===== src/rtl/ramsey_dma_target_if.sv =====
// Bus bundle between the SDMAC-side master and the Ramsey/RAM responder.
// Holds the arbitration, DMA cycle, address-counter and capture-FIFO signals.
interface ramsey_dma_target_if;
    logic        br;
    logic        bg_n;
    logic        bgack_n;
    logic        as_n;
    logic        ds_n;
    logic        r_w;
    logic        siz1_n;
    logic        dmaen_n;
    logic [31:0] data_in;
    logic [31:0] data_out;
    logic        data_oe;
    logic        sterm_n;
    logic        berr_n;
    logic        acr_we;
    logic [31:0] acr_d;
    logic [31:0] addr_out;
    logic        cap_valid;
    logic        cap_ready;
    logic [31:0] cap_addr;
    logic [31:0] cap_data;
    logic        cap_ovf;

    modport master (
        output br, bgack_n, as_n, ds_n, r_w, siz1_n, dmaen_n, data_in,
               acr_we, acr_d, cap_ready,
        input  bg_n, data_out, data_oe, sterm_n, berr_n, addr_out,
               cap_valid, cap_addr, cap_data, cap_ovf
    );

    modport slave (
        input  br, bgack_n, as_n, ds_n, r_w, siz1_n, dmaen_n, data_in,
               acr_we, acr_d, cap_ready,
        output bg_n, data_out, data_oe, sterm_n, berr_n, addr_out,
               cap_valid, cap_addr, cap_data, cap_ovf
    );
endinterface


===== src/rtl/ramsey_dma_target.sv =====
// Host-side responder for SDMAC bus-master DMA: bus arbiter, DMA address counter,
// synchronous terminator, write-capture FIFO and deterministic read data.
module ramsey_dma_target #(
    parameter int          WAIT_STATES = 4,
    parameter int          FIFO_DEPTH  = 4,
    parameter int          TIMEOUT     = 16,
    parameter logic [31:0] READ_XOR    = 32'hA5A5A5A5
) (
    input logic               i_sclk,
    input logic               i_rst_n,
    ramsey_dma_target_if.slave bus
);
    localparam int PW   = $clog2(FIFO_DEPTH);
    localparam int CNTW = $clog2(FIFO_DEPTH + 1);
    localparam int CW   = $clog2(WAIT_STATES + TIMEOUT + 1);

    typedef enum logic [1:0] {A_IDLE, A_GRANT, A_OWNED} arb_t;
    typedef enum logic [2:0] {C_IDLE, C_WAIT, C_TERM, C_ERR, C_END} cyc_t;

    arb_t            r_arb, w_arb_next;
    cyc_t            r_cyc, w_cyc_next;
    logic [CW-1:0]   r_wcnt, w_wcnt_next;
    logic [31:0]     r_addr;
    logic [31:0]     r_data_out;
    logic            r_ovf;
    logic [PW-1:0]   r_wr, r_rd;
    logic [CNTW-1:0] r_count;
    logic [31:0]     r_mem_addr [FIFO_DEPTH];
    logic [31:0]     r_mem_data [FIFO_DEPTH];

    logic w_active, w_pop, w_full_eff;
    logic w_push, w_inc, w_err_set, w_load_dout;

    assign w_active   = (r_arb == A_OWNED) && !bus.bgack_n && !bus.dmaen_n;
    assign w_pop      = (r_count != '0) && bus.cap_ready;
    // A pop in the same clock frees a slot, so a full FIFO does not hold off the write
    assign w_full_eff = (r_count == CNTW'(FIFO_DEPTH)) && !w_pop;

    always_comb begin
        w_arb_next = r_arb;
        case (r_arb)
            A_IDLE:  if (bus.br && bus.bgack_n && bus.as_n) w_arb_next = A_GRANT;
            A_GRANT: if (!bus.bgack_n) w_arb_next = A_OWNED;
                     else if (!bus.br) w_arb_next = A_IDLE;
            A_OWNED: if (bus.bgack_n) w_arb_next = A_IDLE;
            default: w_arb_next = A_IDLE;
        endcase
    end

    always_comb begin
        w_cyc_next  = r_cyc;
        w_wcnt_next = r_wcnt;
        w_push      = 1'b0;
        w_inc       = 1'b0;
        w_err_set   = 1'b0;
        w_load_dout = 1'b0;
        if (!w_active) begin
            w_cyc_next = C_IDLE;
        end else begin
            case (r_cyc)
                C_IDLE: if (!bus.as_n) begin
                    w_cyc_next  = C_WAIT;
                    w_wcnt_next = CW'(1);
                    w_load_dout = 1'b1;
                end
                C_WAIT: begin
                    if (bus.as_n) begin
                        w_cyc_next = C_IDLE;
                    end else if (r_wcnt >= CW'(WAIT_STATES) && (bus.r_w || !w_full_eff)) begin
                        w_cyc_next = C_TERM;
                    end else if (r_wcnt == CW'(WAIT_STATES + TIMEOUT)) begin
                        w_cyc_next = C_ERR;
                        w_err_set  = 1'b1;
                    end else begin
                        w_wcnt_next = r_wcnt + CW'(1);
                    end
                end
                C_TERM: begin
                    w_cyc_next = C_END;
                    w_inc      = 1'b1;
                    w_push     = !bus.r_w;
                end
                C_ERR:   w_cyc_next = C_END;
                C_END:   if (bus.as_n) w_cyc_next = C_IDLE;
                default: w_cyc_next = C_IDLE;
            endcase
        end
    end

    always_ff @(posedge i_sclk or negedge i_rst_n) begin
        if (!i_rst_n) begin
            r_arb      <= A_IDLE;
            r_cyc      <= C_IDLE;
            r_wcnt     <= '0;
            r_addr     <= '0;
            r_data_out <= '0;
            r_ovf      <= 1'b0;
            r_wr       <= '0;
            r_rd       <= '0;
            r_count    <= '0;
        end else begin
            r_arb  <= w_arb_next;
            r_cyc  <= w_cyc_next;
            r_wcnt <= w_wcnt_next;
            // A counter load beats a coincident post-transfer increment
            if (bus.acr_we)
                r_addr <= bus.acr_d;
            else if (w_inc)
                r_addr <= r_addr + (bus.siz1_n ? 32'd4 : 32'd2);
            if (w_load_dout)
                r_data_out <= r_addr ^ READ_XOR;
            if (w_err_set)
                r_ovf <= 1'b1;
            if (w_push)
                r_wr <= r_wr + PW'(1);
            if (w_pop)
                r_rd <= r_rd + PW'(1);
            r_count <= r_count + CNTW'(w_push) - CNTW'(w_pop);
        end
    end

    always_ff @(posedge i_sclk) begin
        if (w_push) begin
            r_mem_addr[r_wr] <= r_addr;
            r_mem_data[r_wr] <= bus.data_in;
        end
    end

    assign bus.bg_n      = (r_arb != A_GRANT);
    assign bus.sterm_n   = !(w_active && r_cyc == C_TERM);
    assign bus.berr_n    = !(w_active && r_cyc == C_ERR);
    assign bus.data_oe   = w_active && bus.r_w && (r_cyc == C_WAIT || r_cyc == C_TERM);
    assign bus.data_out  = r_data_out;
    assign bus.addr_out  = r_addr;
    assign bus.cap_valid = (r_count != '0);
    assign bus.cap_addr  = r_mem_addr[r_rd];
    assign bus.cap_data  = r_mem_data[r_rd];
    assign bus.cap_ovf   = r_ovf;
endmodule


===== src/flat_wrapper.sv =====
// flat-port wrapper written by rule: the top's interface ports become plain ports
module ramsey_dma_target_flat 
#(
    parameter int          WAIT_STATES = 4,
    parameter int          FIFO_DEPTH  = 4,
    parameter int          TIMEOUT     = 16,
    parameter logic [31:0] READ_XOR    = 32'hA5A5A5A5
)
  (i_sclk, i_rst_n, bus_br, bus_bgack_n, bus_as_n, bus_ds_n, bus_r_w, bus_siz1_n, bus_dmaen_n, bus_data_in, bus_acr_we, bus_acr_d, bus_cap_ready, bus_bg_n, bus_data_out, bus_data_oe, bus_sterm_n, bus_berr_n, bus_addr_out, bus_cap_valid, bus_cap_addr, bus_cap_data, bus_cap_ovf);
  ramsey_dma_target_if bus_i ();
  input logic i_sclk;
  input logic i_rst_n;
  input wire logic [$bits(bus_i.br)-1:0] bus_br;
  input wire logic [$bits(bus_i.bgack_n)-1:0] bus_bgack_n;
  input wire logic [$bits(bus_i.as_n)-1:0] bus_as_n;
  input wire logic [$bits(bus_i.ds_n)-1:0] bus_ds_n;
  input wire logic [$bits(bus_i.r_w)-1:0] bus_r_w;
  input wire logic [$bits(bus_i.siz1_n)-1:0] bus_siz1_n;
  input wire logic [$bits(bus_i.dmaen_n)-1:0] bus_dmaen_n;
  input wire logic [$bits(bus_i.data_in)-1:0] bus_data_in;
  input wire logic [$bits(bus_i.acr_we)-1:0] bus_acr_we;
  input wire logic [$bits(bus_i.acr_d)-1:0] bus_acr_d;
  input wire logic [$bits(bus_i.cap_ready)-1:0] bus_cap_ready;
  output wire logic [$bits(bus_i.bg_n)-1:0] bus_bg_n;
  output wire logic [$bits(bus_i.data_out)-1:0] bus_data_out;
  output wire logic [$bits(bus_i.data_oe)-1:0] bus_data_oe;
  output wire logic [$bits(bus_i.sterm_n)-1:0] bus_sterm_n;
  output wire logic [$bits(bus_i.berr_n)-1:0] bus_berr_n;
  output wire logic [$bits(bus_i.addr_out)-1:0] bus_addr_out;
  output wire logic [$bits(bus_i.cap_valid)-1:0] bus_cap_valid;
  output wire logic [$bits(bus_i.cap_addr)-1:0] bus_cap_addr;
  output wire logic [$bits(bus_i.cap_data)-1:0] bus_cap_data;
  output wire logic [$bits(bus_i.cap_ovf)-1:0] bus_cap_ovf;
  assign bus_i.br = bus_br;
  assign bus_i.bgack_n = bus_bgack_n;
  assign bus_i.as_n = bus_as_n;
  assign bus_i.ds_n = bus_ds_n;
  assign bus_i.r_w = bus_r_w;
  assign bus_i.siz1_n = bus_siz1_n;
  assign bus_i.dmaen_n = bus_dmaen_n;
  assign bus_i.data_in = bus_data_in;
  assign bus_i.acr_we = bus_acr_we;
  assign bus_i.acr_d = bus_acr_d;
  assign bus_i.cap_ready = bus_cap_ready;
  assign bus_bg_n = bus_i.bg_n;
  assign bus_data_out = bus_i.data_out;
  assign bus_data_oe = bus_i.data_oe;
  assign bus_sterm_n = bus_i.sterm_n;
  assign bus_berr_n = bus_i.berr_n;
  assign bus_addr_out = bus_i.addr_out;
  assign bus_cap_valid = bus_i.cap_valid;
  assign bus_cap_addr = bus_i.cap_addr;
  assign bus_cap_data = bus_i.cap_data;
  assign bus_cap_ovf = bus_i.cap_ovf;
  ramsey_dma_target #(.WAIT_STATES(WAIT_STATES), .FIFO_DEPTH(FIFO_DEPTH), .TIMEOUT(TIMEOUT), .READ_XOR(READ_XOR)) u_core (.i_sclk(i_sclk), .i_rst_n(i_rst_n), .bus(bus_i));
endmodule

===== config.mk =====
export PLATFORM = sky130hd
export DESIGN_NAME = ramsey_dma_target_flat
export DESIGN_NICKNAME = d
export VERILOG_FILES = /design/src/rtl/ramsey_dma_target_if.sv /design/src/rtl/ramsey_dma_target.sv /design/src/flat_wrapper.sv
export SDC_FILE = /design/constraint.sdc
export NUM_CORES = 1
export LEC_CHECK = 0
export ABC_AREA = 1
export CAP_MARGIN = 10
export CORE_MARGIN = 2
export CORE_UTILIZATION = 58
export CTS_CLUSTER_DIAMETER = 150
export DETAILED_ROUTE_END_ITERATION = 10
export GPL_TIMING_DRIVEN = 0
export PLACE_DENSITY = 0.85
export SLEW_MARGIN = 25
export SYNTH_ARGS = -nofsm -noshare
export SYNTH_HDL_FRONTEND = slang
export SYNTH_SLANG_ARGS = --single-unit

===== constraint.sdc =====
create_clock -name i_sclk -period 6.3 [get_ports i_sclk]
set_input_delay 0.945 -clock i_sclk [delete_from_list [all_inputs] [get_ports i_sclk]]
set_output_delay 0.945 -clock i_sclk [all_outputs]
set_load 0.05 [all_outputs]

==> results of run 1 <==
-- final cells by class --
| cell class | instances | area (µm²) | area share |
|---|---|---|---|
| Clock inverter | 13 | 120 | 0.00666 |
| Sequential cell | 338 | 9740 | 0.540 |
| Timing Repair Buffer | 220 | 2400 | 0.133 |
| Clock buffer | 50 | 1060 | 0.0587 |
| Multi-Input combinational cell | 784 | 3810 | 0.211 |
| Tap cell | 319 | 399 | 0.0221 |
| Buffer | 56 | 244 | 0.0135 |
| Inverter | 67 | 253 | 0.0140 |
-- sequential cells by signal, summed over array words and instances (netlist names) --
signal and count:
u_core.r_cyc 3, u_core.r_rd 2, u_core.bus.data_out 32, u_core.r_arb 2
u_core.bus.addr_out 32, u_core.r_mem_data 128, u_core.r_count 3, u_core.r_mem_addr 128
u_core.bus.cap_ovf 1, u_core.r_wcnt 5, u_core.r_wr 2
-- final timing paths --
path,startpoint,to
max,u_core.r_rd[0],bus_cap_addr[17]
min,i_rst_n,u_core.bus.data_out[28]
max reg2reg,u_core.r_cyc[2],u_core.r_mem_data[3][14]
min reg2reg,u_core.bus.data_out[25],u_core.bus.data_out[25]
max in group asynchronous,i_rst_n,u_core.r_rd[1]
min in group i_sclk,u_core.bus.data_out[25],u_core.bus.data_out[25]
-- synth_stat cells, types with 10 or more instances --
cell type / instances / area [µm²]
o21ai_0: 168 / 841
edfxtp_1: 256 / 7690
nand3_1: 43 / 215
nor2_1: 211 / 792
buf_2: 14 / 70.1
nand2_1: 213 / 800
dfrtp_1: 82 / 2050
ha_1: 10 / 125
o22ai_1: 66 / 413
clkbuf_1: 38 / 143
xor2_1: 11 / 96.3
inv_1: 62 / 233
-- routing by layer --
layer | up-vias | wire length, µm | track usage
met5 | - | 0 | 0
met4 | 0 | 1410 | 0.121
met3 | 113 | 3570 | 0.0573
met2 | 623 | 18300 | 0.491
met1 | 5130 | 14500 | 0.395
li1 | 4870 | - | -
-- report_power, final --
| group | leakage, nW | switching (mW) | internal, mW |
|---|---|---|---|
| Clock | 0.575 | 0.837 | 1.25 |
| Sequential | 3.33 | 0.124 | 2.51 |
| Combinational | 2.72 | 2.41 | 1.02 |
-- critical path, delay by kind of cell, from the launching register on --
family,cells,cell delay [ps]
AOI/OAI and AO/OA,2,500
buffers and inverters,5,1840
DFF,1,440
-- through the flow --
step	area, µm²	setup WS, ps	cells
CTS	18000	2020	1847
global placement	16500	-850	1771
floorplan	14000	1590	1245
global route	18000	1910	1847
finish	18000	2070	1847
detailed placement	16800	2480	1784
-- layout by cell type, fill, tap and decap left out, drive strengths merged, types with 10 or more instances in the layout --
master         synthesis  routed
dfrtp                 82      82
ha                    10      10
edfxtp               256     256
a21oi                 11      11
inv                   65      65
nand3                 46      46
xor2                  11      11
clkdlybuf4s50          0     206
clkbuf                39      89
buf                   17      31
o22ai                 66      66
o21ai                174     174
clkinv                 2      11
nand2                217     217
nor2                 218     218
-- kinds of logic after synthesis --
group                    Yosys count
buffers and inverters            123
multiplexers                       2
AND/OR/NAND/NOR                  494
XOR/XNOR                          12
adder cells (fa/ha/maj)           12
flip-flops                       338
AO/OA/AOI/OAI                    264
==> qor.yml, run 1 <==
status: "complete, no violations"
yosysSeqAreaShare: 0.695
synth-compound-area-share: 0.103
maxSlewHeadroom: 0.541
fmax_mhz: 236
postSynthCellCount: 1245
clockBufferDepth: 3
grt_pass1_vias: 10900
worstSkewPairLatency_ps: 520
totalWireLength_um: 37800
synth_xor_area_frac: 0.00750
synthArstFlopShare: 0.243
grt_start_max_net_pins: 68
gp_congestion: 0.948
synth_top_family_by_area: "simple AND/OR/NAND/NOR gates"
fin_crit_sh: 0.672
post_cts_resized: 0
synth_nets: 1332
drt_iter0_markers: 1233
cts_buffers: 35
hold_ws_ps: 256
cts_tree: "yes"
vdd.ir_drop.worst_uv: 264
min_period_ps: 4230
cp_slowest_stage_delay_ps: 870
ioPinCount: 209
wl_per_cell_um: 20.5
clock-root-buffer: "clkbuf_16"
fillers: 1468
post-dp-hpwl_um: 24900
worstPathMaxFanout: 10
worst_path_most_repeated_cell: "buf_2"
finClkSkew_ps: 22.9
vias: 10700
diodes: 0
die_area_mm2: 0.0254
start_util: 0.594
worst_slew_pin_slew_ps: 687
cts-htree-levels: 2
leakage_nw: 6.62
hold_class: "input port to async pin"
port_buffers: 207
firstDrtPassIters: 5
rsz0062_at_grt: "false"
synthFlopType: "edfxtp_1"
crit_required_ps: 5350
nets: 1589
synth_cell_type_count: 41
grt_pass1_wl_um: 59100
die_y_um: 159
synth_fa_ha_area_frac: 0.0118
antenna_found_initial: 0
setup_tns_ps: 0
maxCapViolations: 0
path_cells: "buf_2 -> inv_1 -> buf_2 -> clkbuf_1 -> o21ai_0 -> o22ai_1 -> clkdlybuf4s50_1"
setup_viol: 0
coreArea_mm2: 0.0236
route.detailed.drc: 0
ys_ff_latch: 338
gr-total-overflow: 0
synth.mux.area_fraction: 0.00161
ys.warnings.count: 0
cp-end-kind: "output port"
clock-sinks: 338
power_density_mw_per_mm2: 452
track_usage: 0.298
rrSetupSlack_ps: 3710
drive_gt1_frac: 0.0733
ant_nets: 0
postSynthAreaPerCell_um2: 11.3
worst-r2r-cell-count: 9
ctsHoldBuffers: 0
maxSlewViolCount: 0
postCtsSetupBuffers: 0
finalHoldViolCount: 0
clk_pin_slew_worst_paths_ps: 60
num_rows: 56
yosys.area_share.simple: 0.146
area_delta_synth_final_pct: 28.6
fp.dieW_um: 159
viasPerCell: 5.81
synth_area_mm2: 0.0140
cpMaxStageDelayCell: "clkdlybuf4s50_1"
final_core_util: 0.763
p_total_mw: 8.14
synth-edff-count: 256
startpoint_type: "flip-flop"
critical_path_class: "flip-flop to output port"
cp_data_arrival_time_ps: 3290
Power figures use the tool's default switching activity.
==> inputs of run 2 (changes only) <==
CORE_UTILIZATION = 49   (was 58)
PLACE_DENSITY = 0.76   (was 0.85)
clock period = 3.5 ns   (was 6.3 ns; I/O delays follow)
==> run 2 against run 1 <==
  * Via count fell by 3.3%
  * Routed wire length is 3.0% lower
  * Core utilization down 12 points
  * Critical path type unchanged
==> qor.yml, run 2 (synthesized netlist as in run 1, its figures left out) <==
fin_crit_sh: 0.965
nets: 1591  # +0.13%
fp.dieW_um: 173  # +8.6%
clockBufferDepth: 3  # unchanged
cp_slowest_stage_delay_ps: 440  # -430 ps
num_rows: 61  # +8.9%
rrSetupSlack_ps: 990  # -2720 ps
fmax_mhz: 296
drt_iter0_markers: 1068  # -13%
cp-startpoint: "u_core.r_rd[0]"
cp-end-kind: "output port"
worst-r2r-cell-count: 9  # unchanged
firstDrtPassIters: 6  # +1
clk_pin_slew_worst_paths_ps: 60  # about the same
final_cell_mix: "edfxtp_1 (256), nand2_1 (213), nor2_1 (207)"
worst_slew_pin_slew_ps: 665  # -21.6 ps
route.detailed.drc: 0  # unchanged
clock-root-buffer: "clkbuf_16"
hold_class: "input port to async pin"
cts_buffers: 36  # +2.9%
setup_slack_ps: 124  # -1950 ps
rsz0062_at_grt: "true"
worstSkewPairLatency_ps: 510  # about the same
finalHoldViolCount: 0  # unchanged
maxSlewViolCount: 0  # unchanged
antenna_found_initial: 0  # unchanged
wl_per_cell_um: 19.2  # -6.0%
ioPinCount: 209  # unchanged
drive_gt1_frac: 0.0870  # +0.0137
ant_nets: 0  # unchanged
totalWireLength_um: 36600  # -3.0%
leakage_nw: 6.73  # +1.7%
gp_congestion: 0.892  # -5.8%
finClkSkew_ps: 21.0  # -1.86 ps
die_area_mm2: 0.0300  # +18%
port_buffers: 207  # unchanged
start_util: 0.500  # -0.0932
post-dp-hpwl_um: 25000  # +0.47%
viasPerCell: 5.45  # -6.3%
dp_slack_ps: 190  # -2290 ps
gr-total-overflow: 0  # unchanged
largestRegisters: "u_core.r_mem_addr x128, u_core.r_mem_data x128"
grt_pass1_vias: 10400  # -4.0%
startpoint_type: "flip-flop"
cp_data_arrival_time_ps: 2850  # -440 ps
path_cells: "buf_2 -> inv_1 -> buf_2 -> clkbuf_1 -> o21ai_0 -> o22ai_1 -> clkdlybuf4s15_2"
vdd.ir_drop.worst_uv: 414  # +57%
min_period_ps: 3380
cpMaxStageDelayCell: "dfrtp_1"
worstPathMaxFanout: 10  # unchanged
setup_viol: 0  # unchanged
p_total_mw: 14.1  # +73%
clock-sinks: 338  # unchanged
critical_path_class: "flip-flop to output port"
grt_start_max_net_pins: 47  # -31%
grt_pass1_wl_um: 57700  # -2.5%
crit_required_ps: 2970  # -2380 ps
coreArea_mm2: 0.0280  # +19%
diodes: 0  # unchanged
track_usage: 0.245  # -0.0531
power_density_mw_per_mm2: 787  # +74%
vias: 10400  # -3.3%
cts_tree: "yes"
die_y_um: 173  # +8.6%
cts-htree-levels: 2  # unchanged
hold_ws_ps: 478  # +222 ps
maxSlewHeadroom: 0.555  # +0.0144
regToRegEndpoint: "u_core.r_mem_addr[3][30]"
status: "complete, no violations"
area_delta_synth_final_pct: 28.0
layout_commonest_cell: "edfxtp_1"
r2r_start: "u_core.r_cyc[2]"
maxCapViolations: 0  # unchanged
worst_path_most_repeated_cell: "buf_2"
fillers: 2130  # +45%
-- run 2: where the power goes --
group | switching [mW] | internal [mW]
sequential | 0.219 | 4.51
clock | 1.48 | 2.15
combinational | 4.27 | 1.49
-- run 2: worst max path at each step --
| stage | to | slack, ps | cells after the start |
|---|---|---|---|
| final | bus_cap_addr[15] | 120 | 7 |
| after global routing | bus_cap_addr[16] | -60 | 6 |
| after CTS | bus_cap_data[27] | -20 | 7 |
| after detailed placement | bus_cap_addr[15] | 190 | 7 |
| after global placement | u_core.r_mem_data[0][4] | -3280 | 6 |
| after floorplan | u_core.r_mem_addr[0][0] | -790 | 5 |
-- run 2: critical path: cells and delay by family (launching register included) --
family | cells | cell delay (ps)
DFF | 1 | 440
AOI/OAI and AO/OA | 2 | 480
buffers and inverters | 5 | 1410
-- run 2: cell type report --
class                   instances  area, µm²  share of cell area
flip-flops and latches        338       9740               0.543
multi-input cells             784       3810               0.212
repair buffers                221       2300               0.128
clock buffers                  47        963              0.0537
well taps                     378        473              0.0264
inverters                      67        253              0.0141
plain buffers                  56        250              0.0139
clock inverters                15        148             0.00823
-- run 2: repair_timing --
| action | 4_1_cts | 5_1_grt |
|---|---|---|
| setup buffers | 0 | 0 |
| setup endpoints to repair | 61 | 41 |
| hold endpoints to repair | 36 | 0 |
| gates resized for setup | 64 | 61 |
| hold buffers | 1 | 0 |
-- run 2: metal layers --
layer	up-vias	wire [µm]	track usage
met3	55	2960	0.0534
li1	4872	-	-
met5	-	0	0
met4	0	766	0.0657
met1	5007	14500	0.309
met2	449	18400	0.429
-- run 2: per-stage QoR --
stage          std cells  TNS, ps  instance area, µm²  utilization
3_5_place_dp        1843        0               16900        0.604
2_1_floorplan       1245  -202370               14000            -
5_1_grt             1906     -149               17900        0.640
3_3_place_gp        1830  -918040               16600        0.591
6_report            1906        0               17900        0.640
4_1_cts             1906    -23.3               18000        0.642
==> inputs of run 3 (changes only) <==
PLACE_DENSITY = 0.85   (was 0.76)
clock period = 2.85 ns   (was 3.5 ns; I/O delays follow)
==> run 3 against run 2 <==
  * Clock skew is 4.9 ps lower
  * Die area stayed put
  * Core utilization is 0.42 points higher
  * Routed wire length is 4.0% higher
  * Global-route usage is 0.73 points higher
  * Final area is 0.66% higher
  * Clock power is 33% higher
  * Worst hold slack worse by 110 ps
  * Combinational power is 26% higher
  * Clock-buffer cell count is 1 lower
  * Non-clock buffer count stayed put
  * Highest routed layer unchanged
==> qor.yml, run 3 (synthesized netlist as in run 1, its figures left out) <==
grt_start_max_net_pins: 52  # +11%
drt_iter0_markers: 1519  # +42%
stdcell_count: 1908  # +0.10%
worstPathMaxFanout: 10  # unchanged
diodes: 0  # unchanged
dp.cells: 1843  # unchanged
wl_met2_um: 19000  # +3.1%
vias: 10800  # +3.6%
routed.top_layer: "met4"
worst_slew_pin_slew_ps: 643  # -22.5 ps
nets: 1591  # unchanged
num_rows: 61  # unchanged
post-dp-hpwl_um: 25600  # +2.5%
clk_pin_slew_worst_paths_ps: 70  # about the same
gp_congestion: 0.923  # +3.4%
cts_buffers: 36  # unchanged
fmax_mhz: 361
grt_pass1_vias: 10900  # +4.4%
track_usage: 0.252  # +0.00733
gr-total-overflow: 0  # unchanged
postCtsSetupBuffers: 0  # unchanged
critical_path_class: "flip-flop to output port"
ant_nets: 0  # unchanged
crit_required_ps: 2420  # -550 ps
layout_commonest_cell: "edfxtp_1"
maxSlewHeadroom: 0.571  # +0.0160
firstDrtPassIters: 8  # +2
totalWireLength_um: 38100  # +4.0%
drive_gt1_frac: 0.135  # +0.0476
coreArea_mm2: 0.0280  # unchanged
largestRegisters: "u_core.r_mem_addr x128, u_core.r_mem_data x128"
maxSlewViolCount: 0  # unchanged
hold_class: "input port to async pin"
setup_tns_ps: 0  # unchanged
die_area_mm2: 0.0300  # unchanged
cp-end-kind: "output port"
dp_slack_ps: -372  # -562 ps
finalHoldViolCount: 0  # unchanged
rsz0062_at_grt: "false"
p_total_mw: 17.9  # +27%
wl_met3_um: 3540  # +19%
setup_slack_ps: 79.6  # -44.2 ps
clock-root-buffer: "clkbuf_16"
startpoint_type: "flip-flop"
vdd.ir_drop.worst_uv: 621  # +50%
grt_pass1_wl_um: 59500  # +3.1%
cts-htree-levels: 2  # unchanged
wl_met1_um: 14600  # +0.86%
wl_per_cell_um: 20.0  # +3.9%
route.detailed.drc: 0  # unchanged
fin_crit_sh: 0.972
cts_tree: "yes"
cp_data_arrival_time_ps: 2340  # -510 ps
final_cell_mix: "edfxtp_1 (256), nand2_1 (213), nor2_1 (207)"
final_area_mm2: 0.0181  # +0.66%
setup_viol: 0  # unchanged
status: "complete, no violations"
ioPinCount: 209  # unchanged
antenna_found_initial: 0  # unchanged
maxCapViolations: 0  # unchanged
area_delta_synth_final_pct: 28.8
clock-sinks: 338  # unchanged
fp.dieW_um: 173  # unchanged
power_density_mw_per_mm2: 991  # +26%
start_util: 0.500  # unchanged
min_period_ps: 2770
port_buffers: 207  # unchanged
finClkSkew_ps: 16.1  # -4.95 ps
worst-r2r-cell-count: 10  # +1
die_y_um: 173  # unchanged
clockBufferDepth: 3  # unchanged
worstSkewPairLatency_ps: 510  # about the same
leakage_nw: 6.79  # +0.82%
place_area_mm2: 0.0169  # about the same
viasPerCell: 5.64  # +3.5%
[run 3: changes by cell type in the layout (fill, tap and decap cells not counted), sizes merged]
cell           delta
clkdlybuf4s50     -1
clkbuf           -17
dlygate4sd2      -25
clkdlybuf4s18     +1
inv               +1
bufinv            +3
dlymetal6s2s      -8
clkinv            -1
buf              +47
clkdlybuf4s15     +2
[run 3: repair_timing]
| item | CTS | global route |
|---|---|---|
| setup endpoints to repair | 64 | 42 |
| pin swaps | 0 | 1 |
| hold buffers | 1 | 0 |
| hold endpoints to repair | 31 | 0 |
| resized for setup | 296 | 68 |
[run 3: area by class of cell]
cell class                 count  area, µm²
timing repair buffer         221       2220
sequential                   338       9740
tap                          378        473
inverter                      67        253
fill                        2068       9950
multi-input combinational    784       3870
clock buffer                  46        970
buffer                        56        290
clock inverter                18        245
[run 3: path summary, 6_finish.rpt]
check | start | slack, ps | endpoint
max reg2reg | u_core.r_cyc[2] | 150 | u_core.r_mem_data[2][2]
min reg2reg | u_core.bus.data_out[9] | 490 | u_core.bus.data_out[9]
max | u_core.r_rd[0] | 80 | bus_cap_addr[25]
min in group i_sclk | bus_br | 470 | u_core.r_arb[0]
max in group asynchronous | i_rst_n | 1890 | u_core.bus.addr_out[0]
min | i_rst_n | 370 | u_core.bus.addr_out[23]
[run 3: worst max-delay path, stage by stage, from the launching register on]
cell,delay [ps]
dfrtp_1,440
buf_4,220
inv_1,80
buf_4,200
buf_2,270
nor2_1,80
o22ai_1,240
buf_2,310
[run 3: through the flow]
step | hold WS (ps) | utilization
2_1_floorplan | 132 | -
3_3_place_gp | 466 | 0.592
3_5_place_dp | 344 | 0.605
4_1_cts | 373 | 0.648
5_1_grt | 397 | 0.645
6_report | 371 | 0.645
[run 3: power breakdown]
group          internal, mW  leakage, nW  switching (mW)
clock                  2.96        0.590            1.88
sequential             5.54         3.33           0.268
combinational          1.92         2.87            5.34
total                  10.4         6.79            7.49
[run 3: per-layer routing]
| metal | GRT usage | up-vias |
|---|---|---|
| li1 | - | 4884 |
| met1 | 0.328 | 5189 |
| met2 | 0.428 | 600 |
| met3 | 0.0506 | 86 |
| met4 | 0.0805 | 0 |
| met5 | 0 | - |
